**config.mk**
```make
export PLATFORM = sky130hd
export DESIGN_NAME = pipe_ctrl_flat
export DESIGN_NICKNAME = d
export VERILOG_FILES = /design/src/rtl/pipe_ctrl_if.sv /design/src/rtl/pipe_ctrl.sv /design/src/flat_wrapper.sv
export SDC_FILE = /design/constraint.sdc
export NUM_CORES = 1
export LEC_CHECK = 0
export CAP_MARGIN = 5
export CORE_MARGIN = 5
export CORE_UTILIZATION = 33
export DETAILED_ROUTE_END_ITERATION = 8
export GPL_TIMING_DRIVEN = 0
export PLACE_DENSITY = 0.72
export SYNTH_ARGS = -nofsm -noshare
export SYNTH_HDL_FRONTEND = slang
export SYNTH_SLANG_ARGS = --single-unit
```
**constraint.sdc**
```tcl
create_clock -name clk -period 2.76 [get_ports clk]
set_input_delay 0.828 -clock clk [delete_from_list [all_inputs] [get_ports clk]]
set_output_delay 0.828 -clock clk [all_outputs]
set_load 0.01 [all_outputs]
```
**src/rtl/pipe_ctrl_if.sv**
```systemverilog
//------------------------------------------------------------------------------
// Module   : pipe_ctrl_if
// Brief    : Hazard inputs and stage-register controls between datapath and pipe_ctrl.
// Revision : 1.0
//------------------------------------------------------------------------------
`default_nettype none

interface pipe_ctrl_if #(
   parameter int RADDR_W = 4
);
   logic [RADDR_W-1:0] id_rs1;
   logic [RADDR_W-1:0] id_rs2;
   logic               id_use_rs1;
   logic               id_use_rs2;
   logic               id_halt;
   logic [RADDR_W-1:0] ex_reg_write_addr;
   logic               ex_mem_to_reg;
   logic               ex_branch_taken;
   logic               mem_req;
   logic               pc_en;
   logic               ifid_en;
   logic               idex_en;
   logic               exmem_en;
   logic               memwb_en;
   logic               ifid_flush;
   logic               idex_flush;
   logic               mem_busy;
   logic               halted;

   modport master (
      output id_rs1, id_rs2, id_use_rs1, id_use_rs2, id_halt,
      output ex_reg_write_addr, ex_mem_to_reg, ex_branch_taken, mem_req,
      input  pc_en, ifid_en, idex_en, exmem_en, memwb_en,
      input  ifid_flush, idex_flush, mem_busy, halted
   );

   modport slave (
      input  id_rs1, id_rs2, id_use_rs1, id_use_rs2, id_halt,
      input  ex_reg_write_addr, ex_mem_to_reg, ex_branch_taken, mem_req,
      output pc_en, ifid_en, idex_en, exmem_en, memwb_en,
      output ifid_flush, idex_flush, mem_busy, halted
   );
endinterface

`default_nettype wire

```
**src/rtl/pipe_ctrl.sv**
```systemverilog
//------------------------------------------------------------------------------
// Module   : pipe_ctrl
// Brief    : TISC pipeline sequencer: memory freeze, load-use bubble, branch squash, halt drain.
// Revision : 1.0
//------------------------------------------------------------------------------
`default_nettype none

module pipe_ctrl #(
   parameter int MEM_WAIT = 2,
   parameter int RADDR_W  = 4
) (
   input  wire logic   clk,
   input  wire logic   rst_n,
   pipe_ctrl_if.slave  bus
);

   localparam int c_CNT_W = ($clog2(MEM_WAIT + 1) > 1) ? $clog2(MEM_WAIT + 1) : 1;
   localparam bit c_HAS_WAIT = (MEM_WAIT > 0);
   localparam logic [c_CNT_W-1:0] c_CNT_LOAD = (MEM_WAIT > 0) ? c_CNT_W'(MEM_WAIT - 1) : '0;
   localparam logic [c_CNT_W-1:0] c_CNT_ONE  = c_CNT_W'(1);

   // {pc, ifid, idex, exmem, memwb, ifid_flush, idex_flush}
   localparam logic [6:0] c_CTL_RUN   = 7'b11111_00;
   localparam logic [6:0] c_CTL_FRZ   = 7'b00000_00;
   localparam logic [6:0] c_CTL_BR    = 7'b11111_11;
   localparam logic [6:0] c_CTL_STALL = 7'b00111_01;
   localparam logic [6:0] c_CTL_RST   = 7'b00000_11;

   typedef enum logic [1:0] {
      S_RUN  = 2'd0,
      S_WAIT = 2'd1,
      S_HALT = 2'd2
   } state_t;

   state_t               r_state;
   logic [c_CNT_W-1:0]   r_cnt;
   logic                 r_ret_halt;

   logic [RADDR_W-1:0]   w_rs1;
   logic [RADDR_W-1:0]   w_rs2;
   logic [RADDR_W-1:0]   w_wa;
   logic                 w_lu;
   logic                 w_freeze;
   logic                 w_rr_halt;
   logic [6:0]           w_rr;
   logic [6:0]           w_ctl;
   logic                 w_busy;
   logic                 w_halted;

   assign w_rs1 = bus.id_rs1;
   assign w_rs2 = bus.id_rs2;
   assign w_wa  = bus.ex_reg_write_addr;

   assign w_lu = bus.ex_mem_to_reg &&
                 ((bus.id_use_rs1 && (w_rs1 == w_wa)) ||
                  (bus.id_use_rs2 && (w_rs2 == w_wa)));
   assign w_freeze  = c_HAS_WAIT && bus.mem_req;
   // The instruction in ID is wrong-path under a taken branch, so its hazards are moot.
   assign w_rr_halt = !bus.ex_branch_taken && !w_lu && bus.id_halt;

   always_comb begin
      w_rr = c_CTL_RUN;
      if (bus.ex_branch_taken) begin
         w_rr = c_CTL_BR;
      end else if (w_lu || bus.id_halt) begin
         w_rr = c_CTL_STALL;
      end
   end

   always_comb begin
      w_ctl    = c_CTL_RUN;
      w_busy   = 1'b0;
      w_halted = 1'b0;
      case (r_state)
         S_RUN: begin
            if (w_freeze) begin
               w_ctl  = c_CTL_FRZ;
               w_busy = 1'b1;
            end else begin
               w_ctl = w_rr;
            end
         end
         S_WAIT: begin
            w_halted = r_ret_halt;
            if (r_cnt != '0) begin
               w_ctl  = c_CTL_FRZ;
               w_busy = 1'b1;
            end else if (r_ret_halt) begin
               w_ctl = c_CTL_STALL;
            end else begin
               w_ctl = w_rr;
            end
         end
         S_HALT: begin
            w_halted = 1'b1;
            if (w_freeze) begin
               w_ctl  = c_CTL_FRZ;
               w_busy = 1'b1;
            end else begin
               w_ctl = c_CTL_STALL;
            end
         end
         default: w_ctl = c_CTL_RUN;
      endcase
      if (!rst_n) begin
         w_ctl    = c_CTL_RST;
         w_busy   = 1'b0;
         w_halted = 1'b0;
      end
   end

   assign {bus.pc_en, bus.ifid_en, bus.idex_en, bus.exmem_en, bus.memwb_en,
           bus.ifid_flush, bus.idex_flush} = w_ctl;
   assign bus.mem_busy = w_busy;
   assign bus.halted   = w_halted;

   always_ff @(posedge clk) begin
      if (!rst_n) begin
         r_state    <= S_RUN;
         r_cnt      <= '0;
         r_ret_halt <= 1'b0;
      end else begin
         case (r_state)
            S_RUN: begin
               if (w_freeze) begin
                  r_state    <= S_WAIT;
                  r_cnt      <= c_CNT_LOAD;
                  r_ret_halt <= 1'b0;
               end else if (w_rr_halt) begin
                  r_state <= S_HALT;
               end
            end
            S_WAIT: begin
               if (r_cnt != '0) begin
                  r_cnt <= r_cnt - c_CNT_ONE;
               end else if (r_ret_halt || w_rr_halt) begin
                  r_state    <= S_HALT;
                  r_ret_halt <= 1'b0;
               end else begin
                  r_state <= S_RUN;
               end
            end
            S_HALT: begin
               // Drain-time memory access: freeze, then come back here still halted.
               if (w_freeze) begin
                  r_state    <= S_WAIT;
                  r_cnt      <= c_CNT_LOAD;
                  r_ret_halt <= 1'b1;
               end
            end
            default: r_state <= S_RUN;
         endcase
      end
   end

endmodule

`default_nettype wire

```
**src/flat_wrapper.sv**
```systemverilog
// flat-port wrapper written by rule: the top's interface ports become plain ports
module pipe_ctrl_flat 
#(
   parameter int MEM_WAIT = 2,
   parameter int RADDR_W  = 4
)
  (clk, rst_n, bus_id_rs1, bus_id_rs2, bus_id_use_rs1, bus_id_use_rs2, bus_id_halt, bus_ex_reg_write_addr, bus_ex_mem_to_reg, bus_ex_branch_taken, bus_mem_req, bus_pc_en, bus_ifid_en, bus_idex_en, bus_exmem_en, bus_memwb_en, bus_ifid_flush, bus_idex_flush, bus_mem_busy, bus_halted);
  pipe_ctrl_if #(.RADDR_W(RADDR_W)) bus_i ();
  input  wire logic clk;
  input  wire logic rst_n;
  input wire logic [$bits(bus_i.id_rs1)-1:0] bus_id_rs1;
  input wire logic [$bits(bus_i.id_rs2)-1:0] bus_id_rs2;
  input wire logic [$bits(bus_i.id_use_rs1)-1:0] bus_id_use_rs1;
  input wire logic [$bits(bus_i.id_use_rs2)-1:0] bus_id_use_rs2;
  input wire logic [$bits(bus_i.id_halt)-1:0] bus_id_halt;
  input wire logic [$bits(bus_i.ex_reg_write_addr)-1:0] bus_ex_reg_write_addr;
  input wire logic [$bits(bus_i.ex_mem_to_reg)-1:0] bus_ex_mem_to_reg;
  input wire logic [$bits(bus_i.ex_branch_taken)-1:0] bus_ex_branch_taken;
  input wire logic [$bits(bus_i.mem_req)-1:0] bus_mem_req;
  output wire logic [$bits(bus_i.pc_en)-1:0] bus_pc_en;
  output wire logic [$bits(bus_i.ifid_en)-1:0] bus_ifid_en;
  output wire logic [$bits(bus_i.idex_en)-1:0] bus_idex_en;
  output wire logic [$bits(bus_i.exmem_en)-1:0] bus_exmem_en;
  output wire logic [$bits(bus_i.memwb_en)-1:0] bus_memwb_en;
  output wire logic [$bits(bus_i.ifid_flush)-1:0] bus_ifid_flush;
  output wire logic [$bits(bus_i.idex_flush)-1:0] bus_idex_flush;
  output wire logic [$bits(bus_i.mem_busy)-1:0] bus_mem_busy;
  output wire logic [$bits(bus_i.halted)-1:0] bus_halted;
  assign bus_i.id_rs1 = bus_id_rs1;
  assign bus_i.id_rs2 = bus_id_rs2;
  assign bus_i.id_use_rs1 = bus_id_use_rs1;
  assign bus_i.id_use_rs2 = bus_id_use_rs2;
  assign bus_i.id_halt = bus_id_halt;
  assign bus_i.ex_reg_write_addr = bus_ex_reg_write_addr;
  assign bus_i.ex_mem_to_reg = bus_ex_mem_to_reg;
  assign bus_i.ex_branch_taken = bus_ex_branch_taken;
  assign bus_i.mem_req = bus_mem_req;
  assign bus_pc_en = bus_i.pc_en;
  assign bus_ifid_en = bus_i.ifid_en;
  assign bus_idex_en = bus_i.idex_en;
  assign bus_exmem_en = bus_i.exmem_en;
  assign bus_memwb_en = bus_i.memwb_en;
  assign bus_ifid_flush = bus_i.ifid_flush;
  assign bus_idex_flush = bus_i.idex_flush;
  assign bus_mem_busy = bus_i.mem_busy;
  assign bus_halted = bus_i.halted;
  pipe_ctrl #(.MEM_WAIT(MEM_WAIT), .RADDR_W(RADDR_W)) u_core (.clk(clk), .rst_n(rst_n), .bus(bus_i));
endmodule
```
# ---- After elaboration in Yosys (flattened, before gate mapping)
# Index checks and enable logic that the tools add are counted.
dict set report classes {
  add_sub_neg 1
  eq_ne 11
  n_mux 27
  reduce_logical 18
}
# cell n
set op_table {}
lappend op_table {{7-bit 2-to-1 mux} 6}
lappend op_table {{7-bit case mux with 3 select lines} 1}
lappend op_table {{2-bit 2-to-1 mux} 6}
lappend op_table {{4-bit == test} 2}
lappend op_table {{1-bit 2-to-1 mux} 8}
lappend op_table {{2-bit by 1-bit != test with 1-bit output (second input constant)} 3}
lappend op_table {{2-bit != test (second input constant)} 3}
lappend op_table {{2-bit case mux with 3 select lines} 1}
lappend op_table {{3-bit AND reduction} 2}
lappend op_table {{1-bit logical AND} 5}
lappend op_table {{5-bit 2-to-1 mux} 1}
lappend op_table {{5-bit AND reduction} 1}
lappend op_table {{1-bit case mux with 2 select lines} 2}
lappend op_table {{2-bit case mux with 2 select lines} 1}
lappend op_table {{2-bit nonzero test} 2}
lappend op_table {{1-bit logical OR} 3}
lappend op_table {{3-bit by 2-bit != test with 1-bit output (second input constant)} 1}
lappend op_table {{1-bit case mux with 3 select lines} 1}
lappend op_table {{3-bit nonzero test} 1}
lappend op_table {{2-bit by 1-bit == test with 1-bit output (second input constant)} 1}
lappend op_table {{2-bit == test (second input constant)} 1}
lappend op_table {{1-bit zero test} 2}
lappend op_table {{2-bit zero test} 1}
lappend op_table {{2-bit OR reduction} 1}
lappend op_table {{2-bit by 1-bit subtractor with 2-bit output (second input constant)} 1}
dict set report totals {
  reg_bits 5
  inputBits 20
  output_inout_bits 9
  elab_cells 60
}

# ---- Depth between registers and ports, before layout
# Gate-level depths: netlist (run 1).
dict set report logic_depth {
  word_depth 11
  ltp_mapped 8
}

# ---- Worst setup path before layout (run 1)
# Ideal clock, no wire load.
dict set report synth_path {
  path_kind {input port to output port}
  startpoint {input bus_id_rs2[0]}
  endpoint {output bus_pc_en}
  arrival_time_ps 1995
  setup_slack_ps -63
  stages 6
  path_cell_list {xor2_1 > o41ai_2 > nor2_1 > o22a_1 > o21a_1 > buf_4}
}
dict set report synth_via {
  elab_chain_cells 11
}
# item line_no
set synth_rtl {}
lappend synth_rtl {{start, declared} flat_wrapper.sv:12} ;# input wire logic [$bits(bus_i.id_rs2)-1:0] bus_id_rs2;
lappend synth_rtl {{4-bit == test *} pipe_ctrl.sv:56} ;# (bus.id_use_rs2 && (w_rs2 == w_wa)));
lappend synth_rtl {{1-bit logical AND *} pipe_ctrl.sv:56}
lappend synth_rtl {{1-bit logical OR *} pipe_ctrl.sv:55} ;# ((bus.id_use_rs1 && (w_rs1 == w_wa)) ||
lappend synth_rtl {{1-bit logical AND *} pipe_ctrl.sv:54} ;# assign w_lu = bus.ex_mem_to_reg &&
lappend synth_rtl {{1-bit logical OR *} pipe_ctrl.sv:65} ;# end else if (w_lu || bus.id_halt) begin
lappend synth_rtl {{7-bit 2-to-1 mux *} pipe_ctrl.sv:65}
lappend synth_rtl {{7-bit 2-to-1 mux *} pipe_ctrl.sv:63} ;# if (bus.ex_branch_taken) begin
lappend synth_rtl {{7-bit 2-to-1 mux} pipe_ctrl.sv:88} ;# end else if (r_ret_halt) begin
lappend synth_rtl {{7-bit 2-to-1 mux} pipe_ctrl.sv:85} ;# if (r_cnt != '0) begin
lappend synth_rtl {{7-bit case mux with 3 select lines *} pipe_ctrl.sv:74} ;# case (r_state)
lappend synth_rtl {{7-bit 2-to-1 mux *} pipe_ctrl.sv:105} ;# if (!rst_n) begin
lappend synth_rtl {{end, declared} flat_wrapper.sv:20} ;# output wire logic [$bits(bus_i.pc_en)-1:0] bus_pc_en;
# Mark *: on every way between the ends. The rest lies on a longest branch, timed or not.

# ---- Final worst setup path (run 1)
dict set report layout_path {
  startpoint {input bus_id_rs2[1]}
  endpoint {output bus_pc_en}
}
# Same word-level chain as after synthesis.

==> summary.md, run 1 <==
| Metric | Value |
|---|---|
| Crit path cell chain | `buf_2 > xor2_2 > o41ai_4 > nor2_1 > o22a_1 > o21a_1 > buf_4 > buf_6` |
| Syn nets | `between 100 and 150` |
| Die H | `approximately 53 µm` |
| Net switching power | `about 0.00037 W` |
| Via density | `approximately 5` |
| Placed cell area | `approximately 920 µm²` |
| PwrDens | `approximately 800 nW/µm²` |
| # Max-Cap Violations | `0` |
| Violated checks | `setup timing` |
| Sequential share of power | `between 10% and 20%` |
| RSZ-0062 raised after global routing | `yes` |
| TritonRoute pass-1 iters | `4` |
| Mean area per synthesized cell | `7.71 µm²` |
| Register area share after synthesis | `between 10% and 20%` |
| Slowest stage cell on the critical path | `o41ai_4` |
| Final Net Count | `146` |
| Number of synthesized flops with an enable pin | `0` |
| Hold Crit Class | `register to register` |
| WL/cell | `13.0 µm` |
| Clk_lat worst skew | `0.24 ns` |
| Final Slew Violations | `0` |
| Initial antenna violation count | `0` |
| CP delay by family, top | `compound AO/OA/AOI/OAI gates` |
| Global-route wire length before repair | `approximately 3000 µm` |
| Clk slew on worst S/H paths | `roughly 0.04 ns` |
| H-tree levels | `1` |
| Status | `finished, violations left` |
| FF+latch count, synth | `5` |
| Setup Skew | `between 0.0015 and 0.002 ns` |
| Crit path time final | `around 3.0 ns` |
| CP startpoint kind | `input pin` |
| Max incr delay on CP | `a little under 0.4 ns` |
| Fillers | `~160` |
| Deepest clock path buffer count | `2` |
| Kind of critical path | `input pin to output pin` |
| R2r setup slk | `a little over 1 ns` |
| Synth-to-layout area growth | `79.3%` |
| DR iter-0 viols | `15` |
| Tcrit/Tclk final | `109%` |
| Placed insts | `between 100 and 150` |
| Tot GR Track Use | `14.1%` |
| FFs w/ async S/R, synth | `0%` |
| TritonCTS Buffers | `3` |
| Fmax | `approximately 330 MHz` |
| CP max FO | `2` |
| CTS tree | `built` |
| Mapped Area | `609 µm²` |
| Io pins | `29` |
| Final setup vio count | `3` |
| WL final | `approximately 1900 µm` |
| Global route overflow | `0` |
| Clock sinks | `5` |
| Syn Inst Count | `just under 80` |
| Post-Layout Cell Count | `between 100 and 150` |
| Vias in the first global route | `between 600 and 700` |
| Final Cell Area | `1090 µm²` |
| Pleak | `between 0.5 and 0.6 nW` |
| Final Wtd Congestion | `between 0.8 and 0.9` |
| Clk pwr share | `roughly a tenth` |
| Routed via count | `approximately 700` |
| Share of cells above drive strength 1 | `~45%` |
| Largest net degree at the start of global routing | `7` |
| Row cnt | `15` |
| WP buf/inv | `3` |
| Final worst setup slack | `-0.243 ns` |
| Top_reg_cell synth | `dfxtp_1` |
| Total core area | `~1700 µm²` |
| Starting Density | `about a third` |
| CP Data Required Time | `around 1.9 ns` |
| Rel. slew slack | `about four fifths` |
| Final cell utilization of the core | `a little over three fifths` |
| Die Wd | `between 50 and 60 µm` |
| Worst VDD drop | `~460 µV` |
| Diode count | `0` |
| Final Hold Fails | `0` |
| Total die area | `approximately 2800 µm²` |
| Internal | `~0.0005 W` |
| Fin Setup TNS | `-0.617 ns` |
| Switching Fraction | `42.6%` |
| Slew @ Worst Pin | `~0.31 ns` |
| DR DRC count | `0` |
| PortBufs | `28` |
| DP HPWL | `about 1400 µm` |
| ANT nets after route | `0` |
| Critical Path Sink Type | `output pin` |
| Combinational share of power | `around 73%` |
| Arr. time, crit path | `2.17 ns` |
| Post-synthesis cell type count | `35` |
| Ys Warns | `0` |
| Clock Tree Root | `clkbuf_4` |
==> repair_timing <==
item | in CTS | in global routing
resized for setup | 82 | 23
setup endpoints to repair | 9 | 8
pin swaps | 15 | 8
buffers inserted | 6 | 2
hold buffers | 0 | 0
==> metal layers <==
layer | global-route usage (%) | routed length, µm | up-vias
li1 | - | - | 353
met1 | 17.1 | 828 | 344
met2 | 25.0 | 1000 | 15
met3 | 3.66 | 45 | 0
met4 | 2.55 | 0 | 0
met5 | 0 | 0 | -
==> cells in the mapped netlist, types with 2 or more instances <==
cell | instances | area share, %
a21oi_1 | 4 | 3.3
buf_4 | 3 | 3.7
dfxtp_1 | 5 | 16
ha_1 | 6 | 12
inv_1 | 6 | 3.7
nand2_1 | 3 | 1.8
nand3_1 | 2 | 1.6
nor2_1 | 8 | 4.9
nor2b_1 | 5 | 5.1
nor3_1 | 2 | 1.6
o21ai_0 | 3 | 2.5
o31ai_1 | 2 | 2.5
or2_2 | 2 | 2.1
xnor2_1 | 2 | 2.9
xor2_1 | 6 | 8.6
==> cell families (layout without fill, tap and decap cells) <==
group | Yosys count | count (layout) | share of synthesized area, %
flops | 5 | 5 | 16.4
compound gates | 21 | 21 | 26.1
xor+xnor | 8 | 8 | 11.5
fa+ha+maj | 6 | 6 | 12.3
buf+inv | 10 | 50 | 8.01
simple gates | 29 | 29 | 25.7
==> final timing paths <==
path / startpoint / end / cells after the start
min: u_core.r_cnt[0]$_SDFFE_PN0P_ / u_core.r_cnt[0]$_SDFFE_PN0P_ / 2
max: bus_id_rs2[1] / bus_pc_en / 8
min reg2reg: u_core.r_cnt[0]$_SDFFE_PN0P_ / u_core.r_cnt[0]$_SDFFE_PN0P_ / 2
max reg2reg: u_core.r_state[0]$_SDFFE_PN0P_ / u_core.r_state[0]$_SDFFE_PN0P_ / 7
==> power by group through the flow <==
stage | clock network (W) | logic (W) | registers [W]
floorplan | 0 | 0.000353 | 0.000134
global placement | 0 | 0.000509 | 0.000142
detailed placement | 0 | 0.000528 | 0.000144
CTS | 0.0000894 | 0.000549 | 0.000151
global route | 0.0000990 | 0.000694 | 0.000159
finish | 0.0000849 | 0.000631 | 0.000153
==> through the flow <==
| step | total power, W | hold slack [ns] | setup slack, ns |
|---|---|---|---|
| after floorplan | 0.000487 | 0.506 | -0.0634 |
| after global placement | 0.000651 | 0.521 | -1.05 |
| after detailed placement | 0.000672 | 0.538 | -1.10 |
| after CTS | 0.000790 | 0.545 | -0.311 |
| after global routing | 0.000953 | 0.565 | -0.308 |
| final | 0.000870 | 0.543 | -0.243 |
==> flip-flops by register name, indices dropped and copies added (netlist names) <==
signal / flops
u_core.r_cnt: 2
u_core.r_ret_halt: 1
u_core.r_state: 2
==> worst reg2reg max path, delay by kind of cell, from the launching register on <==
kind	cells	cell delay, ns
adder cells (fa/ha/maj)	1	0.19
buffers and inverters	1	0.07
AO/OA/AOI/OAI	2	0.50
flip-flops	1	0.36
AND/OR/NAND/NOR	3	0.50
==> cell usage in the layout (no fill, tap or decap), types with 2 or more instances in the layout <==
cell / n
buf_4: 11
buf_2: 7
dfxtp_4: 2
dfxtp_1: 3
xor2_2: 4
a21oi_1: 4
o21ai_0: 3
or2_2: 2
nor2b_1: 4
inv_1: 4
clkbuf_2: 3
nor2_1: 6
inv_2: 2
ha_4: 3
dlymetal6s2s_1: 3
clkdlybuf4s50_1: 2
nand2_1: 3
buf_6: 5
clkbuf_4: 3
ha_1: 3
o31ai_1: 2
xor2_1: 2
dlygate4sd2_1: 7
==> layout make-up <==
cell class / instances / area, µm² / share of cell area (%)
Buffer: 4 / 36.3 / 3.32
Clock buffer: 4 / 26.3 / 2.41
Inverter: 6 / 22.5 / 2.06
Multi-Input combinational cell: 64 / 572 / 52.3
Sequential cell: 5 / 108 / 9.85
Tap cell: 25 / 31.3 / 2.86
Timing Repair Buffer: 36 / 297 / 27.1
Note: power is estimated with default switching activity, not from simulation.
==> inputs of run 2 (changes only) <==
- CAP_MARGIN: 5 -> unset
==> results of run 2 <==
No change in the layout: final DEF, timing and power equal those of run 1.
==> inputs of run 3 (changes only) <==
- CAP_MARGIN: unset -> 40
- RECOVER_POWER: unset -> 50
==> summary.md, run 3 (synthesis results as in run 1) <==
| Metric | Value |
|---|---|
| Global route overflow | `0 (unchanged)` |
| Clock sinks | `5 (unchanged)` |
| Worst hold path endpoint | `u_core.r_cnt[0]$_SDFFE_PN0P_ (unchanged)` |
| Commonest non-fill, non-tap cell in the layout | `buf_4 (unchanged)` |
| RSZ-0062 raised after global routing | `yes (unchanged)` |
| Reg-to-Reg End | `u_core.r_state[0]$_SDFFE_PN0P_ (unchanged)` |
| Final Net Count | `146 (unchanged)` |
| ANT nets after route | `0 (unchanged)` |
| Tcrit/Tclk final | `109% (about the same)` |
| Multi-input gate area | `559 µm² (was 572 µm²)` |
| Hold Path Stages | `2 (unchanged)` |
| Largest net degree at the start of global routing | `7 (unchanged)` |
| CP max FO | `2 (unchanged)` |
| Row cnt | `15 (unchanged)` |
| Sequential Area | `104 µm² (was 108 µm²)` |
| Hold Crit Class | `register to register (unchanged)` |
| Share of cells above drive strength 1 | `42.0% (was 44.5%)` |
| Crit path time final | `3.00 ns (about the same)` |
| Worst hold slack | `0.543 ns (about the same)` |
| DP HPWL | `1350 µm (unchanged)` |
| Total core area | `1750 µm² (unchanged)` |
| # Max-Cap Violations | `0 (unchanged)` |
| Via density | `4.91 (was 4.94)` |
| Total die area | `2810 µm² (unchanged)` |
| Kind of critical path | `input pin to output pin (unchanged)` |
| PwrDens | `791 nW/µm² (was 796 nW/µm²)` |
| Slew @ Worst Pin | `0.310 ns (was 0.315 ns)` |
| Violated checks | `setup timing (unchanged)` |
| Clk slew on worst S/H paths | `0.05 ns (was 0.04 ns)` |
| Worst VDD drop | `446 µV (was 462 µV)` |
| WL final | `1890 µm (was 1880 µm)` |
| Placed cell area | `921 µm² (unchanged)` |
| PortBufs | `28 (unchanged)` |
| R2R depth | `7 (unchanged)` |
| Post-Layout Cell Count | `144 (unchanged)` |
| Routed via count | `707 (was 712)` |
| Biggest regs | `u_core.r_cnt (2), u_core.r_state (2), u_core.r_ret_halt (1) (unchanged)` |
| Startpoint of the worst hold path | `u_core.r_cnt[0]$_SDFFE_PN0P_ (unchanged)` |
| DR DRC count | `0 (unchanged)` |
| Io pins | `29 (unchanged)` |
| Final Cell Area | `1080 µm² (was 1090 µm²)` |
| Clock Tree Root | `clkbuf_4 (unchanged)` |
| WL/cell | `13.1 µm (was 13.0 µm)` |
| Global-route wire length before repair | `2950 µm (unchanged)` |
| Clk_lat worst skew | `0.24 ns (about the same)` |
| Status | `finished, violations left (unchanged)` |
| Pleak | `0.538 nW (was 0.539 nW)` |
| Diode count | `0 (unchanged)` |
| H-tree levels | `1 (unchanged)` |
| Final worst setup slack | `-0.241 ns (was -0.243 ns)` |
| Tot GR Track Use | `14.1% (unchanged)` |
| R2R Path Start | `u_core.r_state[0]$_SDFFE_PN0P_ (unchanged)` |
| Hold-fix buffers at CTS | `0 (unchanged)` |
| Final setup vio count | `5 (was 3)` |
| Deepest clock path buffer count | `2 (unchanged)` |
| Fmax | `333 MHz (about the same)` |
| Synth-to-layout area growth | `76.6% (was 79.3%)` |
| Die H | `53.0 µm (unchanged)` |
| Setup Skew | `0.00190 ns (was 0.00194 ns)` |
| R2r setup slk | `0.79 ns (was 1.02 ns)` |
| Die Wd | `53.0 µm (unchanged)` |
| Initial antenna violation count | `0 (unchanged)` |
| Critical Path Sink Type | `output pin (unchanged)` |
| Starting Density | `34.9% (unchanged)` |
| DR iter-0 viols | `23 (was 15)` |
| Final Slew Violations | `0 (unchanged)` |
| Crit. Startpoint | `bus_id_use_rs1 (was bus_id_rs2[1])` |
| Most frequent cells in the layout | `buf_4 (11), dlygate4sd2_1 (7), buf_2 (7) (unchanged)` |
| Placed insts | `132 (unchanged)` |
| Arr. time, crit path | `2.17 ns (about the same)` |
| Rel. slew slack | `79.3% (was 78.9%)` |
| Final Wtd Congestion | `0.837 (unchanged)` |
| Power, Total | `0.000851 W (was 0.000870 W)` |
| Fillers | `161 (was 157)` |
| CP Data Required Time | `1.93 ns (about the same)` |
| TritonRoute pass-1 iters | `4 (unchanged)` |
| Final Hold Fails | `0 (unchanged)` |
| CTS tree | `built (unchanged)` |
| CP startpoint kind | `input pin (unchanged)` |
| Final cell utilization of the core | `61.6% (was 62.6%)` |
| Vias in the first global route | `682 (unchanged)` |
| TritonCTS Buffers | `3 (unchanged)` |
[run 3: cell types whose count changed in the layout (fill, tap and decap cells not counted)]
cell and delta:
dfxtp_4 -1, dfxtp_1 +1, ha_1 +1, ha_4 -1, inv_2 -1, inv_1 +1
[run 3: through the flow]
stage	setup TNS, ns	setup WS (ns)
2_1_floorplan	-0.0634	-0.0634
3_3_place_gp	-6.10	-1.05
3_5_place_dp	-6.27	-1.10
4_1_cts	-0.799	-0.311
5_1_grt	-1.22	-0.308
6_report	-0.785	-0.241
[run 3: power by group]
part	internal (W)	switching, W
Sequential	0.000112	0.0000329
Combinational	0.000320	0.000300
Clock	0.0000547	0.0000303
Total	0.000487	0.000364
[run 3: cell type report]
type,count,area share [%]
flip-flops and latches,5,9.65
plain buffers,4,3.37
clock buffers,4,2.44
multi-input cells,64,52.0
inverters,6,2.09
well taps,25,2.91
repair buffers,36,27.6
[run 3: worst max-delay path by stage]
stage               slack [ns]        endpoint  cells past startpoint
global placement         -1.05       bus_pc_en                      8
global route             -0.31       bus_pc_en                      8
detailed placement       -1.10  bus_idex_flush                      8
floorplan                -0.06       bus_pc_en                      6
CTS                      -0.31       bus_pc_en                      9
finish                   -0.24       bus_pc_en                      8
[run 3: worst max-delay path, cell delays in order]
cell and delay [ns]:
clkdlybuf4s50_1 0.47, nand4_2 0.12, o41ai_4 0.09, nor2_1 0.08, o22a_1 0.18, o21a_1 0.17
buf_4 0.13, buf_6 0.11
[run 3: what timing repair did]
item / in CTS / in global routing
cloned: 0 / 0
setup endpoints to repair: 9 / 8
buffers inserted: 6 / 2
gates resized for setup: 82 / 23
pin swaps: 15 / 8
[run 3: layer usage]
metal	global-route usage, %	wire length (µm)	vias to the layer above	share of wire [%]
met3	3.66	62	0	3.3
li1	-	-	351	-
met2	25.0	1020	21	54
met4	2.55	0	0	0
met5	0	0	-	0
met1	17.1	810	335	43
